## src/rtl/rtc_time_reader.sv

```systemverilog
`default_nettype none
// ============================================================================
//  Module      : rtc_time_reader
//  Description : Periodic / on-demand reader of a DS1307-class RTC through an
//                I2C master command interface. Each read writes the register
//                pointer (0), reads seconds/minutes/hours, validates the BCD
//                and publishes binary time.
//  Ports       : clock, reset          - single clock domain, sync active-high
//                pollNow               - one-cycle immediate-read request
//                i2c*  (out)           - command interface to the I2C master
//                i2c*  (in)            - read data and status from the master
//                seconds/minutes/hours - published binary time
//                timeUpdated           - one-cycle pulse with new time
//                busy, i2cError, dataError, rtcHalted - status
//  Revision    : 1.0 - initial release
// ============================================================================
module rtc_time_reader #(
  parameter int         ClockFrequency = 1000000,
  parameter int         PollPeriodMs   = 1000,
  parameter int         StartTimeoutMs = 3,
  parameter logic [6:0] RtcAddress     = 7'h68,
  parameter int         MaxBytesToSend = 16,
  parameter int         MaxBytesToRead = 16
) (
  input  logic                              clock,
  input  logic                              reset,
  input  logic                              pollNow,
  output logic                              i2cStart,
  output logic [6:0]                        i2cAddress,
  output logic [$clog2(MaxBytesToSend):0]   i2cNrOfBytesToSend,
  output logic [MaxBytesToSend*8-1:0]       i2cBytesToSend,
  output logic [$clog2(MaxBytesToRead):0]   i2cNrOfBytesToRead,
  input  logic [MaxBytesToRead*8-1:0]       i2cBytesToRead,
  input  logic                              i2cReady,
  input  logic                              i2cClockStretchTimeoutReached,
  input  logic                              i2cNoAcknowledge,
  output logic [5:0]                        seconds,
  output logic [5:0]                        minutes,
  output logic [4:0]                        hours,
  output logic                              timeUpdated,
  output logic                              busy,
  output logic                              i2cError,
  output logic                              dataError,
  output logic                              rtcHalted
);

  // --------------------------------------------------------------------------
  // Constants
  // --------------------------------------------------------------------------
  localparam int c_POLL_COUNT  = (ClockFrequency / 1000) * PollPeriodMs - 1;
  localparam int c_POLL_W      = (c_POLL_COUNT > 0) ? $clog2(c_POLL_COUNT + 1) : 1;
  localparam int c_START_COUNT = StartTimeoutMs * ClockFrequency / 1000;
  localparam int c_START_W     = (c_START_COUNT > 1) ? $clog2(c_START_COUNT) : 1;
  localparam int c_SEND_W      = $clog2(MaxBytesToSend) + 1;
  localparam int c_READ_W      = $clog2(MaxBytesToRead) + 1;

  localparam logic [c_POLL_W-1:0]  c_POLL_LOAD  = c_POLL_W'(c_POLL_COUNT);
  // The pulse cycle is the first WaitBusy cycle, so loading N-1 makes the
  // timeout flag appear exactly N cycles after the start pulse.
  localparam logic [c_START_W-1:0] c_START_LOAD = c_START_W'(c_START_COUNT - 1);

  // --------------------------------------------------------------------------
  // Constant command outputs: write pointer 0, then read 3 bytes
  // --------------------------------------------------------------------------
  assign i2cAddress         = RtcAddress;
  assign i2cNrOfBytesToSend = c_SEND_W'(1);
  assign i2cBytesToSend     = '0;
  assign i2cNrOfBytesToRead = c_READ_W'(3);

  // --------------------------------------------------------------------------
  // BCD decode and validation (first received byte lands in the highest slot)
  // --------------------------------------------------------------------------
  logic [7:0] w_secByte;
  logic [7:0] w_minByte;
  logic [7:0] w_hourByte;
  logic [6:0] w_secBin;
  logic [6:0] w_minBin;
  logic [5:0] w_hourBin;
  logic       w_dataValid;

  assign w_secByte  = i2cBytesToRead[23:16];
  assign w_minByte  = i2cBytesToRead[15:8];
  assign w_hourByte = i2cBytesToRead[7:0];

  // Seconds bit 7 is CH (clock halt); it is not part of the tens digit.
  assign w_secBin  = 7'(w_secByte[6:4]) * 7'd10 + 7'(w_secByte[3:0]);
  assign w_minBin  = 7'(w_minByte[6:4]) * 7'd10 + 7'(w_minByte[3:0]);
  assign w_hourBin = 6'(w_hourByte[5:4]) * 6'd10 + 6'(w_hourByte[3:0]);

  // Tens fields are at most 3 bits wide and can never exceed 9 on their own;
  // the range checks on the binary values cover them.
  assign w_dataValid = (w_secByte[3:0]  <= 4'd9)
                    && (w_minByte[3:0]  <= 4'd9)
                    && (w_hourByte[3:0] <= 4'd9)
                    && (w_secBin  <= 7'd59)
                    && (w_minBin  <= 7'd59)
                    && (w_hourBin <= 6'd23)
                    && !w_hourByte[6];          // 12h mode is rejected

  // Bits intentionally ignored by the decoder.
  logic w_unusedReadBits;
  if (MaxBytesToRead > 3) begin : g_extraReadBytes
    assign w_unusedReadBits = ^{i2cBytesToRead[MaxBytesToRead*8-1:24],
                                w_minByte[7], w_hourByte[7]};
  end else begin : g_noExtraReadBytes
    assign w_unusedReadBits = w_minByte[7] ^ w_hourByte[7];
  end

  // --------------------------------------------------------------------------
  // Control FSM with registered outputs
  // --------------------------------------------------------------------------
  typedef enum logic [2:0] {
    ST_IDLE      = 3'd0,
    ST_REQUEST   = 3'd1,
    ST_WAIT_BUSY = 3'd2,
    ST_WAIT_DONE = 3'd3,
    ST_CHECK     = 3'd4,
    ST_DECODE    = 3'd5
  } state_t;

  state_t               r_state;
  logic [c_POLL_W-1:0]  r_pollCounter;
  logic [c_START_W-1:0] r_startCounter;

  always_ff @(posedge clock) begin
    if (reset) begin
      r_state        <= ST_IDLE;
      r_pollCounter  <= '0;
      r_startCounter <= '0;
      i2cStart       <= 1'b0;
      timeUpdated    <= 1'b0;
      busy           <= 1'b0;
      i2cError       <= 1'b0;
      dataError      <= 1'b0;
      rtcHalted      <= 1'b0;
      seconds        <= '0;
      minutes        <= '0;
      hours          <= '0;
    end else begin
      i2cStart    <= 1'b0;
      timeUpdated <= 1'b0;

      case (r_state)
        ST_IDLE: begin
          // pollNow coinciding with the counter expiry yields one request.
          if ((r_pollCounter == '0) || pollNow) begin
            r_state <= ST_REQUEST;
            busy    <= 1'b1;
          end else begin
            r_pollCounter <= r_pollCounter - 1'b1;
          end
        end

        ST_REQUEST: begin
          i2cStart       <= 1'b1;
          r_startCounter <= c_START_LOAD;
          r_state        <= ST_WAIT_BUSY;
        end

        ST_WAIT_BUSY: begin
          // The master only samples start on its own tick, so ready may stay
          // high for a while; it may also already be low (another user), in
          // which case the pulse still counts as issued.
          if (!i2cReady) begin
            r_state <= ST_WAIT_DONE;
          end else if (r_startCounter == '0) begin
            i2cError      <= 1'b1;
            busy          <= 1'b0;
            r_pollCounter <= c_POLL_LOAD;
            r_state       <= ST_IDLE;
          end else begin
            r_startCounter <= r_startCounter - 1'b1;
          end
        end

        ST_WAIT_DONE: begin
          // No local timeout: the master bounds its own transaction.
          if (i2cReady) begin
            r_state <= ST_CHECK;
          end
        end

        ST_CHECK: begin
          if (i2cNoAcknowledge || i2cClockStretchTimeoutReached) begin
            i2cError      <= 1'b1;
            busy          <= 1'b0;
            r_pollCounter <= c_POLL_LOAD;
            r_state       <= ST_IDLE;
          end else begin
            r_state <= ST_DECODE;
          end
        end

        ST_DECODE: begin
          i2cError <= 1'b0;
          if (w_dataValid) begin
            dataError   <= 1'b0;
            seconds     <= w_secBin[5:0];
            minutes     <= w_minBin[5:0];
            hours       <= w_hourBin[4:0];
            rtcHalted   <= w_secByte[7];
            timeUpdated <= 1'b1;
          end else begin
            dataError <= 1'b1;
          end
          busy          <= 1'b0;
          r_pollCounter <= c_POLL_LOAD;
          r_state       <= ST_IDLE;
        end

        default: begin
          busy          <= 1'b0;
          r_pollCounter <= c_POLL_LOAD;
          r_state       <= ST_IDLE;
        end
      endcase
    end
  end

endmodule
`default_nettype wire

```

## config.mk

```make
export PLATFORM = sky130hd
export DESIGN_NAME = rtc_time_reader
export DESIGN_NICKNAME = d
export VERILOG_FILES = /design/src/rtl/rtc_time_reader.sv
export SDC_FILE = /design/constraint.sdc
export NUM_CORES = 1
export LEC_CHECK = 0
export BUFFER_PORTS_ARGS = -buffer_cell sky130_fd_sc_hd__buf_2
export CAP_MARGIN = 15
export CORE_AREA = 2 2 118 120
export CTS_CLUSTER_DIAMETER = 60
export DETAILED_ROUTE_END_ITERATION = 12
export DIE_AREA = 0 0 120 122
export PLACE_DENSITY = 0.66
export REMOVE_ABC_BUFFERS = 1
export SLEW_MARGIN = 15
export SYNTH_ARGS = -nofsm -noshare
export SYNTH_HDL_FRONTEND = slang
export SYNTH_SLANG_ARGS = --single-unit
```

## constraint.sdc

```tcl
create_clock -name clock -period 3.5 [get_ports clock]
set_clock_uncertainty 0.05 [all_clocks]
set_input_delay 0.525 -clock clock [delete_from_list [all_inputs] [get_ports clock]]
set_output_delay 0.525 -clock clock [all_outputs]
set_load 0.005 [all_outputs]
```

==> impl_metrics.py, run 1 <==
metrics = {
    "setup_path": {
        "slowest_stage": "or4_1",
        "path_cells": "inv_1 -> ha_1 -> or3b_1 -> or4_1 -> o21ai_2 -> or3_1 -> xor2_1 -> nor2_1",
        "rrSetupSlack_ns": 0.74,
        "crit_family": "simple AND/OR/NAND/NOR gates",
        "worstSetupEndpointType": "register",
        "crit_buf_inv": 1,
        "start_kind": "register",
        "cp.arrival_ns": 2.93,
        "critPathKind": "reg -> reg",
        "crit_required_ns": 3.67,
        "max_stage_delay_ns": 0.68,
        "worst-path-max-fanout": 11,
    },
    "routing": {
        "drt-total-wl_um": 8610,
        "dr.pass1.iters": 5,
        "via_per_inst": 4.27,
        "avgRoutedWirePerCell_um": 11.4,
        "drtIter0Drc": 166,
        "drc": 0,
        "vias": 3232,
        "antenna_left": 0,
    },
    "yosys": {
        "yosysWarnings": 0,
        "syn_area_mm2": 0.00443,
        "synth-simple-area-share_pct": 17.9,
        "post_synth.cell_area_avg_um2": 8.40,
        "synth_edf_count": 0,
        "synthCells": 527,
        "synth_top_family_by_area": "buffers and inverters",
        "synth_top_flop_cell": "dfxtp_1",
        "synth_cell_type_count": 57,
        "muxShareOfSynthArea_pct": 0.706,
        "synthAdderAreaFrac_pct": 6.16,
        "synth_xor_area_share_pct": 7.12,
        "seq_area_frac_synth_pct": 26.2,
        "ys_ff_latch": 58,
        "postSynth.asyncResetShare_pct": 0,
        "synth_compound_area_share_pct": 14.0,
    },
    "floorplan": {
        "initial_core_util_pct": 32.8,
        "floorplan.die_area_mm2": 0.0146,
        "die_h_um": 122,
        "die_w_um": 120,
        "ios": 302,
        "core_mm2": 0.0135,
        "fp-row-count": 43,
    },
    "clock_network": {
        "clkTransAtPathRegs_ns": 0.05,
        "postCtsHoldBufs": 0,
        "ctsHtreeMaxLevel": 3,
        "cts_max_path_buffers": 2,
        "cts_resized": 0,
        "cts_sinks": 58,
        "clk_latency_ns": 0.32,
        "cts_tree": "yes",
        "root_buffer": "clkbuf_16",
        "cts_setup_buffers": 0,
        "cts_buffers": 9,
    },
    "grt": {
        "antenna_found_initial": 0,
        "gr-usage-all-layers_pct": 11.8,
        "grt_max_degree": 33,
        "grt_pass1_wl_um": 13500,
        "grt-ovfl-total": 0,
        "grt_pass1_vias": 2690,
    },
    "sta": {
        "fin_crit_sh_pct": 78.9,
        "slew_violations": 0,
        "maxSlewHeadroom_pct": 53.7,
        "rsz0062_at_grt": "false",
        "layout_min_cycle_time_ns": 2.76,
        "tightest_slew_ns": 0.694,
        "hold_viol_final": 0,
        "clock.fmax_mhz": 362,
        "setup_violations": 0,
        "finalSetupTns_ns": 0,
    },
    "cells_and_area": {
        "antenna_cells": 0,
        "area_growth_syn_to_layout_pct": 3.45,
        "drive_above_1_share_pct": 16.8,
        "layout.nets": 726,
    },
    "placed_design": {
        "gp_congestion": 0.759,
        "io_buffers": 50,
        "hpwl_um": 6450,
    },
    "pwr": {
        "power_density_mw_per_mm2": 780,
        "leakage_nw": 2.05,
        "p_total_w": 0.00357,
        "vdd_drop_max_mv": 0.266,
    },
    "run_status": {
        "status": "finished clean",
    },
    "run": {
        "maxCapViolations": 0,
    },
    "hold_path": {
        "hold_path.class": "in -> reg",
    },
}
[routing by layer]
metal	GRT usage, %	up-vias	part of all wire, %
met5	0	-	0
li1	-	1621	-
met3	3.14	7	8.4
met4	4.85	0	1.4
met1	15.5	1436	47
met2	18.2	168	43
[power breakdown]
part	internal [W]	switching (W)	leakage, nW
Clock	0.000534	0.000296	0.143
Combinational	0.000746	0.000979	1.44
Sequential	0.000834	0.000184	0.473
Total	0.00211	0.00146	2.05
[cell type report]
type / instances / area, um2
Clock buffer: 14 / 274
Clock inverter: 2 / 10.0
Fill cell: 1433 / 8920
Inverter: 11 / 41.3
Multi-Input combinational cell: 436 / 2570
Sequential cell: 58 / 1160
Tap cell: 180 / 225
Timing Repair Buffer: 56 / 295
[cell usage after synthesis (3+ instances only)]
cell      instances  area, um2
nand2b_1          3       18.8
nor3b_1           5       37.5
nor3_1           13       65.1
buf_2             5       25.0
and3_1            3       18.8
nor2_1           29        109
a211oi_1          8       60.1
dfxtp_1          58       1160
nor4_1            7       43.8
nand3_1          18       90.1
clkbuf_1         12       45.0
fa_1              3       60.1
buf_4           146       1100
o21a_1            3       22.5
xnor2_1          23        201
ha_1             17        213
inv_1            11       41.3
nor4_2            5       62.6
a21o_1            3       22.5
xor2_1           13        114
or4_1             5       37.5
nand2_1          10       37.5
or2_2             6       37.5
a21oi_1          45        225
or3_1             9       56.3
nor2b_1           3       18.8
o21ai_0          22        110
a31oi_1           6       37.5
[cells in the final DEF (no fill, tap or decap), drive strengths merged, types with 10 or more instances in the layout]
master	n
inv	11
buf	56
conb	145
or3	10
nand2	10
xor2	13
nor3	14
nand3	18
o21ai	23
a21oi	46
nor2	29
nor4	13
ha	17
xnor2	23
dfxtp	58
clkbuf	14
[through the flow]
step / worst slack (ns) / hold slack [ns] / instances / instance area, um2 / utilization, %
2_1_floorplan: 0.434 / 0.398 / 505 / 3780 / -
3_3_place_gp: 0.470 / 0.405 / 741 / 4300 / 31.8
3_5_place_dp: 0.442 / 0.413 / 741 / 4300 / 31.8
4_1_cts: 0.729 / 0.398 / 757 / 4580 / 33.9
5_1_grt: 0.554 / 0.414 / 757 / 4580 / 33.9
6_report: 0.740 / 0.413 / 757 / 4580 / 33.9
[tightest hold or removal path: cells and delay by family]
family | cells | cell delay, ns
buffers and inverters | 1 | 0.10
AND/OR/NAND/NOR | 1 | 0.05
AO/OA/AOI/OAI | 1 | 0.05
[registers in the layout, summed over array words and instances (netlist names)]
| name | cells |
|---|---|
| i2cStart | 1 |
| timeUpdated | 1 |
| busy | 1 |
| seconds | 6 |
| r_pollCounter | 20 |
| i2cError | 1 |
| r_startCounter | 12 |
| rtcHalted | 1 |
| dataError | 1 |
| minutes | 6 |
| hours | 5 |
| r_state | 3 |
[kinds of logic after synthesis]
kind of cell               after synthesis
AOI/OAI and AO/OA                      100
xor gates and xnor gates                36
adders and majority gates               20
buffers and inverters                  176
DFF                                     58
muxes                                    3
other                                    2
and+or+nand+nor                        132
[worst paths after layout]
check	cells after the start	from	end
max	8	r_startCounter[0]	r_startCounter[10]
max reg2reg	8	r_startCounter[0]	r_startCounter[10]
min reg2reg	2	hours[0]	hours[0]
min	3	i2cBytesToRead[0]	hours[0]
No activity file was read; power rests on OpenSTA's default activity.
==> inputs of run 2 (changes only) <==
--- a/config.mk
+++ b/config.mk
@@ -11,7 +11,7 @@
 export CTS_CLUSTER_DIAMETER = 60
 export DETAILED_ROUTE_END_ITERATION = 12
 export DIE_AREA = 0 0 120 122
-export PLACE_DENSITY = 0.66
+export PLACE_DENSITY = 0.69
 export REMOVE_ABC_BUFFERS = 1
 export SLEW_MARGIN = 15
 export SYNTH_ARGS = -nofsm -noshare
==> constraint.sdc (replaced) <==
create_clock -name clock -period 2.2 [get_ports clock]
set_clock_uncertainty 0.05 [all_clocks]
set_input_delay 0.33 -clock clock [delete_from_list [all_inputs] [get_ports clock]]
set_output_delay 0.33 -clock clock [all_outputs]
set_load 0.005 [all_outputs]
==> impl_metrics.py, run 2 (synthesis results as in run 1) <==
metrics = {
    "cells_and_area": {
        "drive_above_1_share_pct": 40.8,
        "n_fill_cell": 1267,
        "final_common_cell": "conb_1",
        "layout.nets": 816,
        "top_register": "r_pollCounter",
        "antenna_cells": 0,
        "final_cell_mix": "conb_1, buf_4, dfxtp_1",
        "area_growth_syn_to_layout_pct": 36.3,
        "final_util_pct": 44.7,
        "largestRegisters": "r_pollCounter x20, r_startCounter x12",
        "largest_reg_flops": 20,
    },
    "sta": {
        "clock.fmax_mhz": 435,
        "layout_min_cycle_time_ns": 2.30,
        "hold_viol_final": 0,
        "finalSetupTns_ns": -1.02,
        "maxSlewHeadroom_pct": 67.3,
        "setup_violations": 21,
        "setup_ws_ns": -0.0964,
        "tightest_slew_ns": 0.484,
        "fin_crit_sh_pct": 104,
        "fin_hold_ws_ns": 0.222,
        "slew_violations": 0,
        "rsz0062_at_grt": "true",
    },
    "hold_path": {
        "holdPathEnd": "rtcHalted",
        "hp-start": "i2cBytesToRead[23]",
        "hold_path.class": "in -> reg",
        "hold_depth": 3,
    },
    "floorplan": {
        "die_w_um": 120,
        "initial_core_util_pct": 32.8,
        "die_h_um": 122,
        "floorplan.die_area_mm2": 0.0146,
        "ios": 302,
        "core_mm2": 0.0135,
        "fp-row-count": 43,
    },
    "routing": {
        "vias": 3697,
        "drt-total-wl_um": 10700,
        "drtIter0Drc": 109,
        "antenna_left": 0,
        "via_per_inst": 4.38,
        "avgRoutedWirePerCell_um": 12.7,
        "drc": 0,
        "dr.pass1.iters": 4,
    },
    "clock_network": {
        "cts_max_path_buffers": 2,
        "cts_sinks": 58,
        "cts_tree": "yes",
        "cts_buffers": 9,
        "clk_latency_ns": 0.33,
        "ctsHtreeMaxLevel": 3,
        "clkTransAtPathRegs_ns": 0.05,
        "root_buffer": "clkbuf_16",
    },
    "grt": {
        "grt_pass1_wl_um": 16200,
        "grt-ovfl-total": 0,
        "grt_max_degree": 25,
        "antenna_found_initial": 0,
        "gr-usage-all-layers_pct": 13.9,
        "grt_pass1_vias": 3423,
    },
    "placed_design": {
        "hpwl_um": 7280,
        "gp_congestion": 0.829,
        "io_buffers": 50,
    },
    "setup_path": {
        "crit_required_ns": 2.34,
        "rrSetupSlack_ns": -0.1,
        "worst-path-max-fanout": 6,
        "cp.arrival_ns": 2.44,
        "critPathKind": "reg -> reg",
        "start_kind": "register",
        "reg2regPathDepth": 9,
        "r2r_end": "r_startCounter[11]",
        "timing.rr.start": "r_startCounter[1]",
        "worstSetupEndpointType": "register",
    },
    "pwr": {
        "leakage_nw": 2.63,
        "p_total_w": 0.00797,
        "vdd_drop_max_mv": 0.771,
        "power_density_mw_per_mm2": 1320,
    },
    "run": {
        "maxCapViolations": 0,
    },
    "run_status": {
        "violations": "setup timing",
        "status": "finished, violations left",
    },
}
==> run 2: cell types whose count changed in the layout (fill, tap and decap cells not counted), sizes merged <==
cell,change
buf,+87
bufinv,+1
clkbuf,-1
clkinv,+1
==> run 2: critical path: stages (launching register included) <==
cell and delay (ns):
dfxtp_2 0.32, inv_2 0.07, ha_4 0.13, or3b_4 0.41, or4_4 0.54, o21ai_4 0.21, buf_12 0.15, nor3_4 0.04
xnor2_1 0.18, a21oi_1 0.08
==> run 2: worst max path at each step <==
stage,startpoint,depth (start not counted),slack [ns],to
global placement,i2cBytesToRead[1],9,-0.43,minutes[2]
finish,r_startCounter[1],9,-0.1,r_startCounter[11]
detailed placement,i2cBytesToRead[1],9,-0.47,seconds[5]
CTS,r_startCounter[1],9,-0.09,r_startCounter[0]
global route,i2cBytesToRead[4],10,-0.20,minutes[1]
floorplan,i2cBytesToRead[1],8,-0.67,minutes[2]
==> run 2: cell type report <==
cell class	count	area (um2)	area share (%)
timing repair buffer	146	1150	19.1
clock inverter	4	45.0	0.746
clock buffer	10	229	3.79
inverter	11	41.3	0.684
sequential	58	1170	19.3
tap	180	225	3.73
multi-input combinational	436	3170	52.6
==> run 2: what timing repair did <==
| action | in CTS | in global routing |
|---|---|---|
| buffers inserted | 8 | 5 |
| hold buffers | 0 | 0 |
| pin swaps | 24 | 47 |
| endpoints found under the setup margin | 56 | 56 |
| endpoints found under the hold margin | 0 | 0 |
| resized for setup | 62 | 90 |
| cloned | 1 | 3 |
==> run 2: stage by stage <==
| stage | worst slack, ns | area [um2] | std cells |
|---|---|---|---|
| after floorplan | -0.671 | 3780 | 505 |
| after global placement | -0.429 | 4890 | 814 |
| after detailed placement | -0.472 | 4890 | 814 |
| after CTS | -0.0906 | 5520 | 837 |
| after global routing | -0.200 | 6030 | 845 |
| final | -0.0964 | 6030 | 845 |
==> run 2: where the power goes <==
| group | leakage, nW | total [W] | internal [W] | switching, W |
|---|---|---|---|---|
| registers | 0.475 | 0.00157 | 0.00134 | 0.000234 |
| clock network | 0.138 | 0.00132 | 0.000855 | 0.000464 |
| logic | 2.02 | 0.00508 | 0.00261 | 0.00247 |
| total | 2.63 | 0.00797 | 0.00480 | 0.00317 |
==> run 2: layer usage <==
| layer | up-vias | routed length (um) | track usage [%] |
|---|---|---|---|
| li1 | 1797 | - | - |
| met3 | 16 | 760 | 3.23 |
| met5 | - | 0 | 0 |
| met2 | 173 | 5190 | 23.3 |
| met4 | 0 | 180 | 5.59 |
| met1 | 1711 | 4620 | 17.1 |
